<file path="src/rtl/facto_master.sv">
// facto_master: sequences a register-mapped factorial core over a simple
// single-cycle bus; takes an operand on a valid/ready command port and
// returns the 128-bit result (or a timeout error) on a valid/ready result port.
module facto_master #(
  parameter int unsigned USE_INTR = 1,
  parameter int unsigned POLL_GAP = 4,
  parameter int unsigned TIMEOUT  = 0
) (
  input  logic         clk,
  input  logic         reset,
  input  logic         cmd_valid,
  output logic         cmd_ready,
  input  logic [63:0]  cmd_operand,
  output logic         res_valid,
  input  logic         res_ready,
  output logic [127:0] res_data,
  output logic         res_err,
  output logic         busy,
  output logic         m_sel,
  output logic         m_wr,
  output logic [15:0]  m_addr,
  output logic [63:0]  m_dout,
  input  logic [63:0]  m_din,
  input  logic         m_intr
);

  localparam int unsigned AW = 16;
  localparam int unsigned DW = 64;
  localparam int unsigned GW = 8;
  localparam int unsigned TW = 32;

  localparam logic [AW-1:0] A_START  = 16'h0000;
  localparam logic [AW-1:0] A_CLEAR  = 16'h0008;
  localparam logic [AW-1:0] A_DONE   = 16'h0010;
  localparam logic [AW-1:0] A_IEN    = 16'h0018;
  localparam logic [AW-1:0] A_OPND   = 16'h0020;
  localparam logic [AW-1:0] A_RES_H  = 16'h0028;
  localparam logic [AW-1:0] A_RES_L  = 16'h0030;

  typedef enum logic [3:0] {
    S_IDLE, S_CLR1, S_CLR0, S_WOPND, S_WIEN, S_WSTART, S_WAIT,
    S_POLL, S_RDH, S_RDL, S_FCLR1, S_FCLR0, S_OUT
  } state_t;

  state_t          state, state_next;
  logic            sel_n, wr_n;
  logic [AW-1:0]   addr_n;
  logic [DW-1:0]   dout_n;
  logic [DW-1:0]   operand;
  logic [GW-1:0]   gap_cnt;
  logic [TW-1:0]   tmo_cnt;
  logic            tmo_hit;
  logic            xfer;
  logic            waiting;

  assign xfer    = cmd_valid && (state == S_IDLE);
  assign waiting = (state == S_WAIT) || (state == S_POLL);
  assign tmo_hit = (TIMEOUT != 0) && (tmo_cnt == TW'(TIMEOUT));

  // Next-state decode, then the bus access belonging to the next state.
  always_comb begin
    state_next = state;
    sel_n      = 1'b0;
    wr_n       = 1'b0;
    addr_n     = '0;
    dout_n     = '0;
    case (state)
      S_IDLE:   if (xfer) state_next = S_CLR1;
      S_CLR1:   state_next = S_CLR0;
      S_CLR0:   state_next = S_WOPND;
      S_WOPND:  state_next = S_WIEN;
      S_WIEN:   state_next = S_WSTART;
      S_WSTART: state_next = S_WAIT;
      S_WAIT: begin
        if (tmo_hit)                            state_next = S_FCLR1;
        else if (USE_INTR != 0) begin
          if (m_intr)                           state_next = S_RDH;
        end else if (gap_cnt == '0)             state_next = S_POLL;
      end
      S_POLL: begin
        if (tmo_hit)                            state_next = S_FCLR1;
        else if (m_din[0])                      state_next = S_RDH;
        else                                    state_next = S_WAIT;
      end
      S_RDH:    state_next = S_RDL;
      S_RDL:    state_next = S_FCLR1;
      S_FCLR1:  state_next = S_FCLR0;
      S_FCLR0:  state_next = S_OUT;
      S_OUT:    if (res_ready) state_next = S_IDLE;
      default:  state_next = S_IDLE;
    endcase

    case (state_next)
      S_CLR1, S_FCLR1: begin sel_n = 1'b1; wr_n = 1'b1; addr_n = A_CLEAR; dout_n = DW'(1); end
      S_CLR0, S_FCLR0: begin sel_n = 1'b1; wr_n = 1'b1; addr_n = A_CLEAR; end
      S_WOPND:  begin sel_n = 1'b1; wr_n = 1'b1; addr_n = A_OPND;  dout_n = operand; end
      S_WIEN:   begin sel_n = 1'b1; wr_n = 1'b1; addr_n = A_IEN;   dout_n = DW'(USE_INTR != 0); end
      S_WSTART: begin sel_n = 1'b1; wr_n = 1'b1; addr_n = A_START; dout_n = DW'(1); end
      S_POLL:   begin sel_n = 1'b1; addr_n = A_DONE;  end
      S_RDH:    begin sel_n = 1'b1; addr_n = A_RES_H; end
      S_RDL:    begin sel_n = 1'b1; addr_n = A_RES_L; end
      default:  ;
    endcase
  end

  // State register plus registered bus and handshake outputs.
  always_ff @(posedge clk or posedge reset) begin
    if (reset) begin
      state     <= S_IDLE;
      cmd_ready <= 1'b1;
      busy      <= 1'b0;
      res_valid <= 1'b0;
      m_sel     <= 1'b0;
      m_wr      <= 1'b0;
      m_addr    <= '0;
      m_dout    <= '0;
    end else begin
      state     <= state_next;
      cmd_ready <= (state_next == S_IDLE);
      busy      <= (state_next != S_IDLE);
      res_valid <= (state_next == S_OUT);
      m_sel     <= sel_n;
      m_wr      <= wr_n;
      m_addr    <= addr_n;
      m_dout    <= dout_n;
    end
  end

  // Operand capture, result latching and error flag.
  always_ff @(posedge clk or posedge reset) begin
    if (reset) begin
      operand  <= '0;
      res_data <= '0;
      res_err  <= 1'b0;
    end else begin
      if (xfer) begin
        operand <= cmd_operand;
        res_err <= 1'b0;
      end
      if (waiting && tmo_hit) begin
        res_err  <= 1'b1;
        res_data <= '0;
      end else if (state == S_RDH) begin
        res_data[127:64] <= m_din;
      end else if (state == S_RDL) begin
        res_data[63:0] <= m_din;
      end
    end
  end

  // Poll-gap counter reloads outside WAIT; timeout counter runs across WAIT/POLL.
  always_ff @(posedge clk or posedge reset) begin
    if (reset) begin
      gap_cnt <= '0;
      tmo_cnt <= '0;
    end else begin
      if (state == S_WAIT) gap_cnt <= gap_cnt - GW'(1);
      else                 gap_cnt <= GW'(POLL_GAP - 1);
      if (waiting)         tmo_cnt <= tmo_cnt + TW'(1);
      else                 tmo_cnt <= '0;
    end
  end

endmodule

</file>
<file path="config.mk">
export PLATFORM = sky130hd
export DESIGN_NAME = facto_master
export DESIGN_NICKNAME = d
export VERILOG_FILES = /design/src/rtl/facto_master.sv
export SDC_FILE = /design/constraint.sdc
export NUM_CORES = 1
export LEC_CHECK = 0
export ABC_AREA = 0
export CAP_MARGIN = 20
export CORE_ASPECT_RATIO = 2
export CORE_MARGIN = 2
export CORE_UTILIZATION = 49
export CTS_CLUSTER_SIZE = 24
export DETAILED_ROUTE_END_ITERATION = 10
export HOLD_SLACK_MARGIN = 0.1
export PLACE_DENSITY_LB_ADDON = 0.08
export SLEW_MARGIN = 20
export SYNTH_ARGS = -nofsm -noshare
export SYNTH_HDL_FRONTEND = slang
export SYNTH_SLANG_ARGS = --single-unit
</file>
<file path="constraint.sdc">
create_clock -name clk -period 20.7 [get_ports clk]
set_input_delay 5.175 -clock clk [delete_from_list [all_inputs] [get_ports clk]]
set_output_delay 5.175 -clock clk [all_outputs]
set_load 0.01 [all_outputs]
</file>
==> results.md, run 1 <==
- The arrival time reported for the critical path endpoint is 7.86 ns.
- The number of failing setup endpoints in the final timing report is 0.
- The max-slew violation count was 0.
- The clock tree from TritonCTS is done.
- The worst setup path is captured at an asynchronous set/reset pin.
- Setup repair after global routing left no endpoint under its margin.
- For this design the static power due to leakage is 0.00626 uW.
- The placed wire-length estimate is 17.2 mm.
- The count of yosys warnings during synthesis is 0.
- The simple-gate share of the synthesized area is 0.0599.
- For the final routed database, the setup TNS stands at 0 ns.
- The part of the Yosys area used for sequential elements is 0.675.
- The proportion of register bits with asynchronous set or reset after synthesis is 1.00.
- The cell count of the worst reg-to-reg path is 3.
- The minimum clock period after layout is 7.30 ns.
- After synthesis, the share of cell area in mux cells is 0.220.
- The routed wire length per instance is 19.2 microns.
- The via total after detailed routing is 6150.
- The longest individual stage delay on the worst path is 0.82 ns.
- The first global-routing pass estimated 36.6 mm of wire.
- In this run the power density over the cells is 148 nW/um^2.
- Walking the worst path, the cells encountered are clkdlybuf4s50_1, inv_8, buf_4, buf_6.
- In this run the tightest slew margin relative to its limit is 0.387.
- Static timing analysis puts the maximum clock frequency at 137 MHz.
- After clock tree synthesis, the clock-pin slew on the worst setup and hold paths is 0.07 ns.
- The launching point of the worst reg2reg path is state[3].
- The end point of the worst hold path is m_dout[7].
- Input and output buffers added on the ports amount to 332.
- CTS built an H-tree with a depth of 1.
- The hold-critical path depth is 1.
- OpenSTA, run right after detailed placement, puts the worst setup slack at 12.36 ns.
- The run finished with clean final reports.
- The finished layout holds 1228 standard cells, fillers aside.
- The kind of critical path is input port to asynchronous set/reset pin.
- Counting flops and latches in the post-synthesis netlist gives 268.
- The share of the synthesized area in compound gates (AO/OA/AOI/OAI) is 0.0146.
- Yosys mapped the design onto 40 distinct sky130hd cell types.
- Detailed routing placed a total of 12.9 mm of wire on met2.
- From bottom edge to top edge, the die measures 205 microns.
- The share of total power dissipated in combinational logic is 0.369.
- The worst hold path belongs to the class flop to flop.
- The total overflow left after global routing is 0.
- 347 I/O pins were placed.
- Relative to the synthesized area, the layout overhead comes to 43.3%.
- Dividing the detail-routed via count by the number of cells gives 5.01.
- Across the VDD grid, the largest voltage drop is 0.102 mV.
- Of the total synthesized cell area, the portion taken by XOR and XNOR cells is 0.
- Of the total power, the share spent switching nets is 0.288.
- The worst-path cell with the longest stage delay is sky130_fd_sc_hd__buf_4.
- The share of total power dissipated in sequential elements is 0.414.
- The share of total power dissipated in the clock network is 0.217.
- The number of cells produced by synthesis is 618.
- The synthesized design contains 0 enable-type register cells.
- For this run, design rule violations remaining after detail routing come to 0.
- The layout filler cell count is 1421.
- At the pin with the least slew margin, the transition time is 0.920 ns.
- The period utilization is 0.353.
- The number of buffers on the longest clock path is 3.
- The worst slack on hold paths is 0.467 ns.
- Once the clock tree was built, the resizer swapped 0 gates to a different size.
- In this run the top signal layer used is met4.
- The placer congestion estimate is 0.780.
- The net count reported at finish is 1081.
- The required arrival time at the worst endpoint is 21.25 ns.
- Dividing the synthesized area by the synthesized cell count gives 16.1 sq um.
- In the global route stage, overall resource usage came out at 0.218.
- The number of buffers added to fix hold violations after cts is 0.
- Buffers inserted during clock tree synthesis total 23.
- On the final layout, the worst clock skew is 0.0136 ns.
- The cell sitting at the root of the clock tree is a sky130_fd_sc_hd__clkbuf_16.
- STA classifies the critical path startpoint as an input port.
- The first routing iteration left 168 violations.
- The final number of hold-violating endpoints was 0.
- The initial standard-cell utilization of the core is 0.499.
- Once detail routing completed, the nets flagged for antenna violations numbered 0.
- The main combinational cell family by area after synthesis is multiplexers.
- The total placed instance area is 13400 sq um.
- The netlist area before placement is 9940 sq um.
- In the final routing, the length of wire on met1 measures 7.78 mm.
- The worst register-to-register path ends at res_data[103].
- The met3 wire length is 1.64 mm.
- The most instantiated flip-flop cell in the synthesis netlist is sky130_fd_sc_hd__dfrtp_1.
- The setup fix buffers added after clock tree synthesis is 0.
- Summed over all nets, the switching power comes to 606 uW.
- The initial antenna violation count is 2.
- The final setup slack of the worst path is 13.40 ns.
- The adder and majority cell fraction of the synthesized area is 0.
- The internal power of the cells totals 1500 uW.
- The startpoint of the worst hold path is operand[7].
- The total length of routed wires is 23.6 mm.
- In the layout the commonest cells are 332 x sky130_fd_sc_hd__clkdlybuf4s50_1, 267 x sky130_fd_sc_hd__dfrtp_1, 131 x sky130_fd_sc_hd__mux2_2.
- CTS saw 268 sinks.
- Row generation in the floorplan step produced 73 rows.
- The latest clock arrival within the worst-skew pair is 0.50 ns.
- Max-cap violations in this run came to 0.
- The pin count of the biggest net entering global routing is 113.
- The cell area after layout is 14200 sq um.
- The die is 105 microns wide.
- The share of layout cells above drive strength 1 is 0.191.
- The number of global-route vias before repair is 6800.
- The die covers 21500 sq um.
- In this run the worst path has a maximum fanout of 112.
- The commonest non-fill, non-tap cell in the layout is sky130_fd_sc_hd__clkdlybuf4s50_1.
- After detailed placement, the design holds a cell count of 1184.
- The pre-antenna-repair detailed-routing pass consisted of 4 iterations.
- The flop-to-flop setup slack is 18.33 ns.
- In this run the standard cell core region covers 19900 sq um.
## how the worst max path moves through the flow
stage | endpoint | start
global placement | res_data[10] | reset
finish | operand[63] | reset
global route | m_dout[10] | reset
floorplan | busy | reset
CTS | operand[1] | reset
detailed placement | operand[16] | reset
## flip-flops by register name (all words and copies together) (netlist names)
register	flops
state	4
m_sel	1
res_valid	1
m_addr	3
m_wr	1
res_data	128
operand	64
m_dout	64
busy	1
cmd_ready	1
## worst max-delay path: cells and delay by family
kind                   cells  cell delay [ns]
buffers and inverters      4             2.55
## final cells by class
class                   instances  area [sq um]  share of cell area
diodes                          3          7.51            0.000527
clock buffers                  31           656              0.0460
clock inverters                 9           154              0.0108
inverters                       1          11.3            0.000791
multi-input cells             316          2990               0.210
flip-flops and latches        268          6710               0.471
well taps                     262           328              0.0230
repair buffers                338          3390               0.238
## metal layers
| layer | vias up | global-route usage |
|---|---|---|
| met5 | - | 0 |
| met4 | 0 | 0.112 |
| met3 | 65 | 0.0580 |
| met2 | 243 | 0.396 |
| met1 | 3095 | 0.229 |
| li1 | 2747 | - |
## synthesized netlist by cell type, drive strengths merged (2+ instances only)
library cell,number,share of area
clkbuf,7,0.0035
buf,39,0.027
o21a,3,0.0023
and2,64,0.041
o31ai,2,0.0015
mux2,193,0.22
nor2,7,0.0026
dfrtp,267,0.67
nor2b,2,0.0013
or3,3,0.0019
nand2b,2,0.0013
a21oi,2,0.0010
nor4b,2,0.0039
nand2,3,0.0014
nor3,3,0.0015
## per-stage QoR
stage / power, uW / utilization
2_1_floorplan: 1220 / -
4_1_cts: 2130 / 0.713
3_3_place_gp: 1620 / 0.673
6_report: 2100 / 0.715
5_1_grt: 2210 / 0.715
3_5_place_dp: 1670 / 0.673
## cells by family (layout without fill, tap and decap cells)
logic type	after synthesis	in the layout
compound gates	16	16
simple gates	92	92
buf+inv	47	379
flops	268	268
mux	194	194
other cells	1	17
## power by group through the flow
stage / Sequential, uW / Combinational, uW / Clock, uW
2_1_floorplan: 924 / 299 / 0
3_3_place_gp: 865 / 760 / 0
3_5_place_dp: 881 / 784 / 0
4_1_cts: 873 / 787 / 469
5_1_grt: 900 / 825 / 487
6_report: 871 / 776 / 457
(Power assumes the default switching activity.)
==> run 2, diff against run 1 <==
--- a/config.mk
+++ b/config.mk
@@ -9,7 +9,7 @@
 export CAP_MARGIN = 20
 export CORE_ASPECT_RATIO = 2
 export CORE_MARGIN = 2
-export CORE_UTILIZATION = 49
+export CORE_UTILIZATION = 41
 export CTS_CLUSTER_SIZE = 24
 export DETAILED_ROUTE_END_ITERATION = 10
 export HOLD_SLACK_MARGIN = 0.1
==> constraint.sdc (replaced) <==
create_clock -name clk -period 5.9 [get_ports clk]
set_input_delay 1.475 -clock clk [delete_from_list [all_inputs] [get_ports clk]]
set_output_delay 1.475 -clock clk [all_outputs]
set_load 0.01 [all_outputs]
==> run 2 against run 1 <==
  * Worst hold slack gained 0.0077 ns
  * Die area grew 19%
  * Sequential power grew to 3.5 times the previous value
  * Critical path depth shrank 3
  * Flip-flop and latch count did not move
==> results.md, run 2 (synthesis results as in run 1) <==
- The worst setup path is launched from a flop.
- Max-cap violations in this run came to 0.
- The via total after detailed routing is 6115.
- The clock-pin slew on the worst setup and hold paths is 0.07 ns.
- The number of failing setup endpoints in the final timing report is 0.
- The mean number of vias per cell is 4.87.
- The count of input and output buffers is 332.
- The first detailed-routing pass took 4 iterations.
- The worst setup path is captured at a primary output.
- The placer congestion estimate is 0.810.
- Entering global routing, the biggest net connects 138 pins.
- In this run, placement finished with an instance count of 1209.
- The end point of the worst hold path is m_dout[38].
- The run finished with clean final reports.
- The worst hold path begins at operand[38].
- The share of layout cells above drive strength 1 is 0.192.
- Measured against its own limit, the worst slew margin works out to 0.364.
- In this run the worst hold path is classified as flop to flop.
- After detailed routing, the number of remaining DRC violations is 0.
- The TritonCTS sink count is 268.
- The HPWL after detailed placement is 17.7 mm.
- Compared with the post-synthesis result, the final layout area differs by 43.9%.
- The critical path is of the flop to primary output type.
- The number of buffers added to fix hold violations after cts is 0.
- Setup slack on the worst reg-to-reg path comes out at 3.42 ns.
- The post-route non-filler standard cell count is 1256.
- The leakage dissipation is 0.00627 uW.
- The initial utilization of the core area, before any placement, comes to 0.417.
- The arrival time reported for the critical path endpoint is 1.58 ns.
- After global routing the overflow that remains totals 0.
- Along the worst hold path, the cell count comes to 1.
- Measured along the y axis, the die boundary spans 224 microns.
- The number of antenna-violating nets in the routed design is 0.
- The final sum of negative setup slack is 0 ns.
- In this run, the number of DRC markers left after iteration 0 of detailed routing was 172.
- The number of buffers created by CTS is 24.
- The total of cells resized after clock tree synthesis is 0.
- After floorplanning, the core was divided into 80 placement rows.
- The most flop-heavy register is res_data.
- The register with the most flip-flops in the layout has 128 of them.
- The largest single stage delay on the critical path is 0.54 ns.
- The placeable core region is 23800 sq um.
- The critical register-to-register path endpoint is operand[33].
- The buffer cell driving the clock tree root is sky130_fd_sc_hd__clkbuf_16.
- The required arrival time at the worst endpoint is 4.43 ns.
- The smallest clock period supported by the final layout is computed as 3.05 ns.
- The total track usage is 0.188.
- The worst supply voltage drop on vdd is 0.286 mV.
- For the worst-skew pair, the clock arrives at the later sink with an insertion delay of 0.51 ns.
- The CTS H-tree depth is 1.
- The period utilization is 0.517.
- For the pin with the worst max-slew slack, the measured transition is 0.953 ns.
- The first global-routing pass estimated 37.2 mm of wire.
- The final core utilization is 0.600.
- Measured in cells, the most critical reg-to-reg path has a length of 3.
- The library cell used most frequently in the layout, excluding fill and tap cells, is sky130_fd_sc_hd__clkdlybuf4s50_1.
- The max-slew violation count was 0.
- In the layout the commonest cells are 332 x sky130_fd_sc_hd__clkdlybuf4s50_1, 267 x sky130_fd_sc_hd__dfrtp_1, 131 x sky130_fd_sc_hd__mux2_2.
- The maximum net fanout on the critical path is 1.
- In the final layout, the registers with the most flip-flops are res_data: 128 flops, m_dout: 64 flops, operand: 64 flops.
- The number of buffers on the longest clock path is 3.
- The die covers 25600 sq um.
- The die is 114 microns wide.
- The critical path goes through clkdlybuf4s50_1.
- Setup repair after global routing left no endpoint under its margin.
- The power per standard cell area is 516 nW/um^2.
- The number of global-route vias before repair is 6707.
- The setup fix buffers added after clock tree synthesis is 0.
- Grouping stages by cell kind, the critical path spends the most delay in buffers and inverters.
- The launching point of the worst reg2reg path is state[0].
- The final layout contains routed wiring with a total length of 24.4 mm.
- The worst-path cell with the longest stage delay is sky130_fd_sc_hd__clkdlybuf4s50_1.
- Dividing the detail-routed wire length by the instance count gives 19.5 microns.
- The net count reported at finish is 1082.
- The final number of hold-violating endpoints is 0.
- The initial antenna violation count came to 2.
- Together, buffers and inverters on the worst path number 1.
- Static timing analysis puts the maximum clock frequency at 328 MHz.
- On the final layout, the worst clock skew is 0.00715 ns.
- The clock tree from TritonCTS is done.
- The number of primary I/O pins is 347.
run 2: worst max-delay path by stage:
| stage | start | endpoint | cells past startpoint |
|---|---|---|---|
| floorplan | reset | busy | 1 |
| global placement | cmd_valid | operand[46] | 3 |
| detailed placement | cmd_valid | operand[33] | 3 |
| CTS | cmd_ready | cmd_ready | 1 |
| global route | cmd_valid | operand[31] | 3 |
| finish | cmd_ready | cmd_ready | 1 |
run 2: per-stage QoR:
step,area [sq um],total power [uW],worst slack [ns],hold WS [ns]
3_3_place_gp,13500,5730,2.34,0.459
2_1_floorplan,9990,4290,0.886,0.447
5_1_grt,14300,7780,2.73,0.492
4_1_cts,14300,7500,2.82,0.474
3_5_place_dp,13500,5870,2.28,0.461
6_report,14300,7380,2.85,0.475
run 2: routing by layer:
metal	wire length, microns	vias to the layer above	global-route usage
met5	0	-	0
met4	984	0	0.0850
met3	1620	46	0.0439
met2	13800	237	0.355
met1	8090	3096	0.192
li1	-	2736	-
run 2: final cells by class:
class                   count  area [sq um]
diodes                      2          5.00
clock buffers              36           727
clock inverters             8          96.3
fillers                  1926          9520
inverters                   1          7.51
multi-input cells         316          3000
flip-flops and latches    268          6710
well taps                 287           359
repair buffers            338          3410
run 2: power by group:
group	leakage (uW)	internal, uW	total [uW]	switching [uW]
Clock	0.000405	941	1600	657
Combinational	0.00249	1670	2730	1060
Sequential	0.00338	2630	3050	420
